<file path="src/rtl/pc_stack_unit.sv">
// Fetch-stage program counter with priority-encoded updates and a return-address stack.
// Stack full/empty derive only from the entry count; fault flags are sticky until reset.
module pc_stack_unit #(
  parameter int unsigned      WIDTH     = 16,
  parameter int unsigned      DEPTH     = 4,
  parameter logic [WIDTH-1:0] RESET_VEC = '0
) (
  input  logic                     clk,
  input  logic                     reset,
  input  logic                     stall,
  input  logic                     inc,
  input  logic                     add,
  input  logic                     sub,
  input  logic                     jmp,
  input  logic                     call,
  input  logic                     ret,
  input  logic [WIDTH-1:0]         offset,
  input  logic [WIDTH-1:0]         target,
  output logic [WIDTH-1:0]         pc,
  output logic [$clog2(DEPTH):0]   sp_count,
  output logic                     stack_full,
  output logic                     stack_empty,
  output logic                     overflow,
  output logic                     underflow
);

  localparam int unsigned AW  = $clog2(DEPTH);
  localparam int unsigned SPW = AW + 1;

  typedef enum logic [2:0] {
    OP_HOLD,
    OP_STALL,
    OP_RET,
    OP_CALL,
    OP_JMP,
    OP_ADD,
    OP_SUB,
    OP_INC
  } op_e;

  logic [WIDTH-1:0] pc_q, pc_d;
  logic [SPW-1:0]   sp_q, sp_d;
  logic             ovf_q, ovf_d;
  logic             unf_q, unf_d;

  logic [WIDTH-1:0] stack_q [DEPTH];

  logic [6:0]       req;
  logic [6:0]       gnt;
  op_e              op;
  logic             full;
  logic             empty;
  logic             push;
  logic [AW-1:0]    push_idx;
  logic [AW-1:0]    pop_idx;
  logic [WIDTH-1:0] pc_inc;
  logic [WIDTH-1:0] tos;

  // Bit 0 is highest priority; isolating the lowest set bit
  // leaves a one-hot grant for the decoder below.
  assign req = {inc, sub, add, jmp, call, ret, stall};
  assign gnt = req & (~req + 7'd1);

  always_comb begin
    op = OP_HOLD;
    unique case (1'b1)
      gnt[0]:  op = OP_STALL;
      gnt[1]:  op = OP_RET;
      gnt[2]:  op = OP_CALL;
      gnt[3]:  op = OP_JMP;
      gnt[4]:  op = OP_ADD;
      gnt[5]:  op = OP_SUB;
      gnt[6]:  op = OP_INC;
      default: op = OP_HOLD;
    endcase
  end

  assign full     = (sp_q == SPW'(DEPTH));
  assign empty    = (sp_q == '0);
  assign pc_inc   = pc_q + WIDTH'(1);
  assign push_idx = sp_q[AW-1:0];
  assign pop_idx  = AW'(sp_q - SPW'(1));
  assign tos      = stack_q[pop_idx];

  always_comb begin
    pc_d  = pc_q;
    sp_d  = sp_q;
    ovf_d = ovf_q;
    unf_d = unf_q;
    push  = 1'b0;
    unique case (op)
      OP_RET: begin
        if (empty) begin
          unf_d = 1'b1;
        end else begin
          pc_d = tos;
          sp_d = sp_q - SPW'(1);
        end
      end
      OP_CALL: begin
        if (full) begin
          ovf_d = 1'b1;
        end else begin
          push = 1'b1;
          sp_d = sp_q + SPW'(1);
          pc_d = target;
        end
      end
      OP_JMP:  pc_d = target;
      OP_ADD:  pc_d = pc_q + offset;
      OP_SUB:  pc_d = pc_q - offset;
      OP_INC:  pc_d = pc_inc;
      default: pc_d = pc_q;
    endcase
  end

  always_ff @(posedge clk or negedge reset) begin
    if (!reset) begin
      pc_q  <= RESET_VEC;
      sp_q  <= '0;
      ovf_q <= 1'b0;
      unf_q <= 1'b0;
    end else begin
      pc_q  <= pc_d;
      sp_q  <= sp_d;
      ovf_q <= ovf_d;
      unf_q <= unf_d;
    end
  end

  // Entries carry no reset; only the count says what is valid.
  always_ff @(posedge clk) begin
    if (push) begin
      stack_q[push_idx] <= pc_inc;
    end
  end

  assign pc          = pc_q;
  assign sp_count    = sp_q;
  assign stack_full  = full;
  assign stack_empty = empty;
  assign overflow    = ovf_q;
  assign underflow   = unf_q;

endmodule

</file>
<file path="config.mk">
export PLATFORM = sky130hd
export DESIGN_NAME = pc_stack_unit
export DESIGN_NICKNAME = d
export VERILOG_FILES = /design/src/rtl/pc_stack_unit.sv
export SDC_FILE = /design/constraint.sdc
export NUM_CORES = 1
export LEC_CHECK = 0
export CELL_PAD_IN_SITES_DETAIL_PLACEMENT = 0
export CELL_PAD_IN_SITES_GLOBAL_PLACEMENT = 1
export CORE_MARGIN = 2
export CORE_UTILIZATION = 35
export DETAILED_ROUTE_END_ITERATION = 8
export PLACE_DENSITY_LB_ADDON = 0.1
export SLEW_MARGIN = 0
export SYNTH_ARGS = -nofsm -noshare
export SYNTH_HDL_FRONTEND = slang
export SYNTH_SLANG_ARGS = --single-unit
</file>
<file path="constraint.sdc">
create_clock -name clk -period 2.6 [get_ports clk]
set_input_delay 0.52 -clock clk [delete_from_list [all_inputs] [get_ports clk]]
set_output_delay 0.52 -clock clk [all_outputs]
set_load 0.02 [all_outputs]
</file>
==> impl_results.md, run 1 <==
- RePlAce Congestion: approximately 0.84
- Pin count of the biggest net entering global routing: 22
- Detailed-route wire length: roughly 14000 um
- Post-DR vias/cell: 5.333
- Clk sinks: 85
- Final hold violations: 0
- WP data arrival: roughly 3.2 ns
- Hold endpoint: underflow$_DFFE_PN0P_
- Min Tclk post-route: roughly 2.9 ns
- Fillers: between 1k and 1.5k
- Post-synthesis cell count: ~420
- Peak supply drop: between 0.0008 and 0.0009 V
- DIE WIDTH: about 120 um
- RSZ-0062 raised after global routing: true
- CTS Buffer Depth: 2
- DRC viols: 0
- DR pass1 iterations: 5
- Hold_sp: underflow$_DFFE_PN0P_
- Yosys cell types: 60
- Post-Layout Cell Count: 760
- Layout Skew: 0.006726 ns
- Leak: between 0.002 and 0.003 uW
- Wire per inst: roughly 18 um
- Row Count: 43
- Worst-Skew Late Latency: between 0.3 and 0.4 ns
- Antenna-violating nets left: 0
- Max-slew violation count: 0
- Core Util, Final: 51.82%
- Die Y: ~120 um
- Vias in the first global route: 4011
- Violations in the final reports: setup timing
- HPWL Detailed: approximately 10000 um
- Dpl cells: 733
- Worst setup path category: input port to register
- Post-route setup slack: -0.3382 ns
- Grt total ovfl: 0
- Worst reg2reg path startpoint: pc[0]$_DFFE_PN0P_
- Status: finished with violations
- EDFF count, synth: 64
- FFs w/ async S/R, synth: 24.71%
- Slew @ Worst Pin: slightly below 0.7 ns
- NumNets Final: approximately 640
- Min-Delay Path Class: register to register
- FF/Latch Area: 0.002447 mm^2
- Hold path depth: 1
- TritonCTS buffer count: 9
- Top-level I/O count: 64
- R2R setup slack: roughly 0.14 ns
- Area growth syn-to-layout: 44.59%
- GRT Total Usage: a little under a fifth
- Most common flop cell mapped by yosys: edfxtp_1
- 1st-iter DRT viols: between 200 and 250
- Setup violations, final: 11
- Area of the multi-input gates: about 0.0027 mm^2
- Core area: approximately 0.014 mm^2
- Syn_area_per_cell: approximately 12 um^2
- Startpoint Class: input port
- Routed via count: just over 4k
- Rel. slew slack: around 54%
- TritonCTS clock tree: built
- Final Cycle Share: 113.0%
- Pwr Density: approximately 1100 mW/mm^2
- CP required: around 2.8 ns
- Synth warn: 0
- Initial Utilization: a little over a third
- CP Capture Type: register
- Diode count: 0
- Syn_nets: 479
- Max-cap violations: 0
- Post-synthesis cell area: around 0.0050 mm^2
- Share of cells above drive strength 1: between 30 and 40%
- Worst R2R End: pc[14]$_DFFE_PN0P_
- Post-synthesis sequential area ratio: 49.20%
- CP max FO: 4
- Max Fclk: approximately 340 MHz
- Initial antenna violation count: 0
- PortBufs: 63
- Reg2Reg Depth: 10
- FF+latch count, synth: 85
- First-pass GRT wire length: ~22000 um
- Root Buffer: clkbuf_16
- H-Tree Depth: 3
- DIE AREA: approximately 0.015 mm^2
- Clock-pin slew on the worst setup and hold paths: approximately 0.07 ns
-- stage by stage --
stage | setup WS, ns | hold slack [ns] | instance area (um^2) | setup TNS (ns) | power, uW
floorplan | -0.2790 | 0.2244 | 5041 | -1.555 | 4398
global placement | -1.003 | 0.4422 | 6556 | -12.30 | 6025
detailed placement | -1.018 | 0.4445 | 6556 | -12.36 | 6058
CTS | -0.2468 | 0.4617 | 6974 | -1.830 | 7480
global route | -0.4525 | 0.4733 | 7193 | -3.462 | 8081
finish | -0.3382 | 0.4544 | 7193 | -1.922 | 7599
-- routing by layer --
metal	vias to the layer above	part of all wire, %	GRT usage [%]
li1	1940	-	-
met1	2011	47	26.98
met2	96	48	30.25
met3	6	4.1	4.290
met4	0	0.66	2.983
met5	-	0	0
-- state kept, by name, summed over array words and instances, names as in the netlist --
signal	count
overflow	1
sp_count	3
underflow	1
pc	16
stack_q	64
-- logic make-up after synthesis --
kind of cell             after synthesis  synth area share (%)
AND/OR/NAND/NOR                      106                 11.70
buffers and inverters                 25                 2.163
adder cells (fa/ha/maj)               23                 5.936
multiplexers                          18                 7.671
flip-flops                            85                 49.20
XOR/XNOR                              39                 6.866
AO/OA/AOI/OAI                        119                 16.47
-- worst max-delay path by stage --
stage               slack (ns)                 end  startpoint  cells after the start
detailed placement       -1.02  pc[14]$_DFFE_PN0P_       stall                     12
global route             -0.45  pc[15]$_DFFE_PN0P_   offset[1]                     13
global placement         -1.00  pc[15]$_DFFE_PN0P_   offset[0]                     14
finish                   -0.34  pc[15]$_DFFE_PN0P_   offset[0]                     13
CTS                      -0.25  pc[13]$_DFFE_PN0P_        call                     13
floorplan                -0.28  pc[14]$_DFFE_PN0P_       stall                     12
-- power by group --
part / total, uW / internal (uW) / leakage (uW) / switching (uW)
sequential: 2190 / 1880 / 0.000825 / 306
clock: 1270 / 680 / 0.000148 / 589
combinational: 4140 / 2020 / 0.00187 / 2120
-- Yosys cell counts, types with 3 or more instances --
library cell / count / share of area (%)
nand2_1: 20 / 1.5
buf_2: 8 / 0.80
nor2_1: 34 / 2.6
a31oi_1: 5 / 0.63
a221oi_2: 5 / 1.5
nor3_2: 4 / 0.80
mux4_2: 16 / 7.2
a21oi_1: 25 / 2.5
o21ai_1: 11 / 1.1
o31ai_1: 4 / 0.60
o21a_1: 4 / 0.60
a211oi_1: 5 / 0.75
o211ai_1: 4 / 0.60
xnor2_1: 27 / 4.8
inv_1: 13 / 0.98
a21o_1: 8 / 1.2
ha_1: 22 / 5.5
nand4_1: 4 / 0.50
nor3_1: 7 / 0.70
o22ai_1: 4 / 0.50
edfxtp_1: 64 / 39
nand3_1: 9 / 0.91
dfrtp_1: 21 / 11
o21ai_0: 17 / 1.7
nand3b_1: 6 / 0.91
a22oi_1: 9 / 1.4
xor2_1: 12 / 2.1
and2_1: 5 / 0.63
a221o_1: 3 / 0.60
-- critical path, stage by stage --
cell and delay (ns):
buf_6 0.10, clkinv_4 0.04, ha_4 0.14, nand2b_4 0.05
or4_4 0.57, nand2_2 0.09, xor2_1 0.14, ha_1 0.26
a2111o_1 0.42, o21a_2 0.27, o31a_1 0.30, xnor2_1 0.17
o22ai_1 0.10
-- layout by cell type (no fill, tap or decap), types with 5 or more instances in the layout --
cell             count
buf_4               86
edfxtp_1            64
clkdlybuf4s50_1     49
nor2_1              31
xnor2_1             25
dfrtp_1             21
ha_1                19
nand2_1             17
mux4_2              16
a21oi_1             15
o21ai_1             14
xor2_1              12
inv_1               11
a21oi_2             10
nand3_1              9
clkbuf_16            9
o21ai_0              8
a21o_1               8
a22oi_1              8
buf_6                8
buf_12               7
nand3b_1             6
nor3_2               5
nor3_1               5
o21ai_2              5
a221oi_2             5
a31oi_1              5
dlymetal6s2s_1       5
-- layout make-up --
type,count,share of cell area [%]
Clock inverter,7,1.096
Timing Repair Buffer,161,20.61
Inverter,13,0.7827
Multi-Input combinational cell,305,37.22
Clock buffer,9,3.131
Tap cell,180,3.131
Sequential cell,85,34.02
-- timing repair --
item | 4_1_cts | 5_1_grt
resized for setup | 55 | 43
setup buffers | 4 | 9
endpoints found under the setup margin | 15 | 14
pin swaps | 18 | 40
hold buffers | 0 | 0
Power figures use the tool's default switching activity.
==> run 2, diff against run 1 <==
--- a/config.mk
+++ b/config.mk
@@ -5,6 +5,7 @@
 export SDC_FILE = /design/constraint.sdc
 export NUM_CORES = 1
 export LEC_CHECK = 0
+export ABC_AREA = 1
 export CELL_PAD_IN_SITES_DETAIL_PLACEMENT = 0
 export CELL_PAD_IN_SITES_GLOBAL_PLACEMENT = 1
 export CORE_MARGIN = 2
==> run 2 against run 1 <==
Compared with the run above: the run now ends clean; area after synthesis increased by 13%; first-iteration DRC count rose by 38%; via count grew 30%; critical path depth increased by 13; critical path type unchanged; largest cell class unchanged; largest power group unchanged.
==> impl_results.md, run 2 <==
- NumNets Final: between 900 and 1k
- Antenna-violating nets left: 0
- Most frequent cells in the layout: nand2_1, buf_4, inv_1
- CP delay by family, top: simple AND/OR/NAND/NOR gates
- Post-synthesis sequential area ratio: between 40% and 50%
- Peak supply drop: roughly 0.00036 V
- Grt total ovfl: 0
- Post-DR vias/cell: 4.760
- Hold Buf Count CTS: 0
- CP Capture Type: register
- Sw frac: between 40% and 50%
- FF/Latch Area: between 0.002 and 0.0025 mm^2
- Simple-Gate Fraction of Synth Area: between 20 and 30%
- XOR/XNOR share of the synthesized area: under 10%
- Area growth syn-to-layout: 42.22%
- Clk sinks: 85
- Sequential share of power: a little over a quarter
- TritonCTS clock tree: built
- Min Tclk post-route: around 2.5 ns
- Max-slew violation count: 0
- Placement Setup Slack: -0.9832 ns
- RePlAce Congestion: roughly 0.98
- HPWL Detailed: between 10000 and 15000 um
- Layout Skew: approximately 0.008 ns
- Most common cell after layout, fill and taps aside: nand2_1
- Slew @ Worst Pin: roughly 0.53 ns
- Yosys cell types: 43
- EDFF count, synth: 64
- Wire per inst: roughly 15 um
- First-pass GRT wire length: 26460 um
- Comb pwr share: a little under three fifths
- Min-Delay Path Class: register to register
- Int Pwr: between 4000 and 5000 uW
- Core area: 0.01577 mm^2
- Syn_nets: just under 800
- Row Count: 46
- Leak: about 0.0036 uW
- Most frequent cell after synthesis: nand2_1
- Final Cycle Share: between 90 and 100%
- Post-synthesis cell area: 0.005602 mm^2
- PortBufs: 63
- Diode count: 0
- Initial antenna violation count: 0
- Max Fclk: roughly 400 MHz
- Worst setup path category: input port to register
- Worst-Skew Late Latency: approximately 0.33 ns
- Adder-cell share of the synthesized area: 5.271%
- Worst path bufs/invs: 7
- 1st-iter DRT viols: about 310
- Root Buffer: clkbuf_16
- Syn_area_per_cell: 7.695 um^2
- Synth warn: 0
- Largest family of logic cells by synthesized area: simple AND/OR/NAND/NOR gates
- Initial Utilization: ~36%
- Post-synthesis mux area share: 0%
- Clock power share: roughly 16%
- FF+latch count, synth: 85
- DRC viols: 0
- Die Y: roughly 130 um
- Fillers: 1523
- Final hold violations: 0
- CP required: between 2 and 3 ns
- Synth top area cells: edfxtp_1, nand2_1, dfrtp_1, inv_1, nor2_1
- Clock-pin slew on the worst setup and hold paths: roughly 0.06 ns
- Share of the synthesized area in the top cell type: between 30 and 40%
- RSZ-0062 raised after global routing: true
- Synth Area in Compound Gates: ~11%
- Rel. slew slack: between 60% and 70%
- Vias in the first global route: between 5k and 6k
- Top-level I/O count: 64
- CP max stage delay: around 0.32 ns
- Sw power: 3509 uW
- Startpoint Class: input port
- Share of cells above drive strength 1: between 20% and 30%
- DIE AREA: ~0.017 mm^2
- Detailed-route wire length: around 17000 um
- Area of the multi-input gates: around 0.0032 mm^2
- Status: finished, final reports clean
- WP data arrival: 2.78 ns
- Final Total Pwr: a little over 8000 uW
- TritonCTS buffer count: 9
- Most common flop cell mapped by yosys: edfxtp_1
- Post-route setup slack: 0.09238 ns
- Most area-hungry cell type in the Yosys netlist: edfxtp_1
- H-Tree Depth: 3
- Pwr Density: around 1000 mW/mm^2
- Top post-synthesis cells by count: nand2_1, inv_1, nor2_1
- Biggest register: stack_q
- Pin count of the biggest net entering global routing: 37
- Max reg flops: 64
- Max-cap violations: 0
- Routed via count: 5274
- CP max-delay cell: ha_4
- CP max FO: 4
- DIE WIDTH: roughly 130 um
- GRT Total Usage: 20.51%
- CP most frequent cell: nand2_1
- CTS Buffer Depth: 2
- Setup violations, final: 0
- FFs w/ async S/R, synth: 24.71%
- DR pass1 iterations: 5
- Post-synthesis cell count: between 700 and 800
[run 2: changes by cell type in the layout (fill, tap and decap cells not counted), moves of 9 or more]
cell     before  now
nor2_4        1   11
mux4_2       16    0
nand2_1      17  174
nor2_1       31   66
nand3_1       9   36
nand2_4       0   11
nor2_2        2   11
inv_1        11   79
nand2_2       4   23
o22ai_1       4   15
inv_2         0   16
o21ai_0       8   43
xnor2_1      25    4
[run 2: power groups by stage]
stage	Sequential [uW]	Clock, uW	Combinational, uW
4_1_cts	2140	1340	4390
2_1_floorplan	2230	0	2240
6_report	2140	1320	4610
3_3_place_gp	2140	0	4000
5_1_grt	2170	1400	5120
3_5_place_dp	2140	0	4080
[run 2: routing by layer]
layer	up-vias	global-route usage [%]	part of all wire, %
met5	-	0	0
met4	0	5.319	1.6
met3	18	2.565	2.7
met2	101	35.78	49
met1	2438	27.09	47
li1	2717	-	-
[run 2: metrics by stage]
stage | util, % | area, um^2 | setup TNS (ns) | hold WS [ns] | std cells
3_5_place_dp | 45.19 | 7127 | -10.79 | 0.4574 | 1075
6_report | 50.52 | 7966 | 0 | 0.4716 | 1108
2_1_floorplan | - | 5673 | -0.03319 | 0.2244 | 728
4_1_cts | 48.98 | 7724 | -0.01798 | 0.4736 | 1101
3_3_place_gp | 45.19 | 7127 | -10.19 | 0.4501 | 1075
5_1_grt | 50.52 | 7966 | -0.1790 | 0.5124 | 1108
[run 2: what timing repair did]
action	in CTS	in global routing
setup endpoints to repair	14	14
pin swaps	43	55
setup buffers	10	7
gates resized for setup	86	92
[run 2: worst register-to-register path, stage by stage, from the launching register on]
cell and delay, ns:
dfrtp_1 0.44, inv_1 0.21, ha_1 0.18, inv_1 0.06, fa_2 0.37, nand3_1 0.11
nand2_2 0.06, nand2_1 0.06, nand2_1 0.06, or2_2 0.29, nand3_2 0.07, nand2_1 0.06
nor2_1 0.08, o21ai_1 0.06
[run 2: area by class of cell]
class | instances | share of cell area [%]
Multi-Input combinational cell | 530 | 39.70
Sequential cell | 85 | 30.72
Timing Repair Buffer | 163 | 17.50
Inverter | 98 | 4.869
Tap cell | 216 | 3.392
Clock buffer | 14 | 3.063
Clock inverter | 2 | 0.7539
[run 2: logic make-up after synthesis]
| kind of cell | Yosys count |
|---|---|
| buf+inv | 113 |
| flops | 85 |
| xor+xnor | 22 |
| fa+ha+maj | 23 |
| simple gates | 370 |
| compound gates | 115 |
[run 2: path summary, 6_finish.rpt]
path | start | end | slack, ns | cells past startpoint
max reg2reg | pc[0]$_DFFE_PN0P_ | pc[6]$_DFFE_PN0P_ | 0.40 | 13
min reg2reg | overflow$_DFFE_PN0P_ | overflow$_DFFE_PN0P_ | 0.47 | 2
max | offset[1] | pc[15]$_DFFE_PN0P_ | 0.09 | 26
max in group asynchronous | reset | pc[12]$_DFFE_PN0P_ | 1.81 | 2
min | overflow$_DFFE_PN0P_ | overflow$_DFFE_PN0P_ | 0.47 | 2
min in group asynchronous | reset | sp_count[1]$_DFFE_PN0P_ | 0.55 | 2
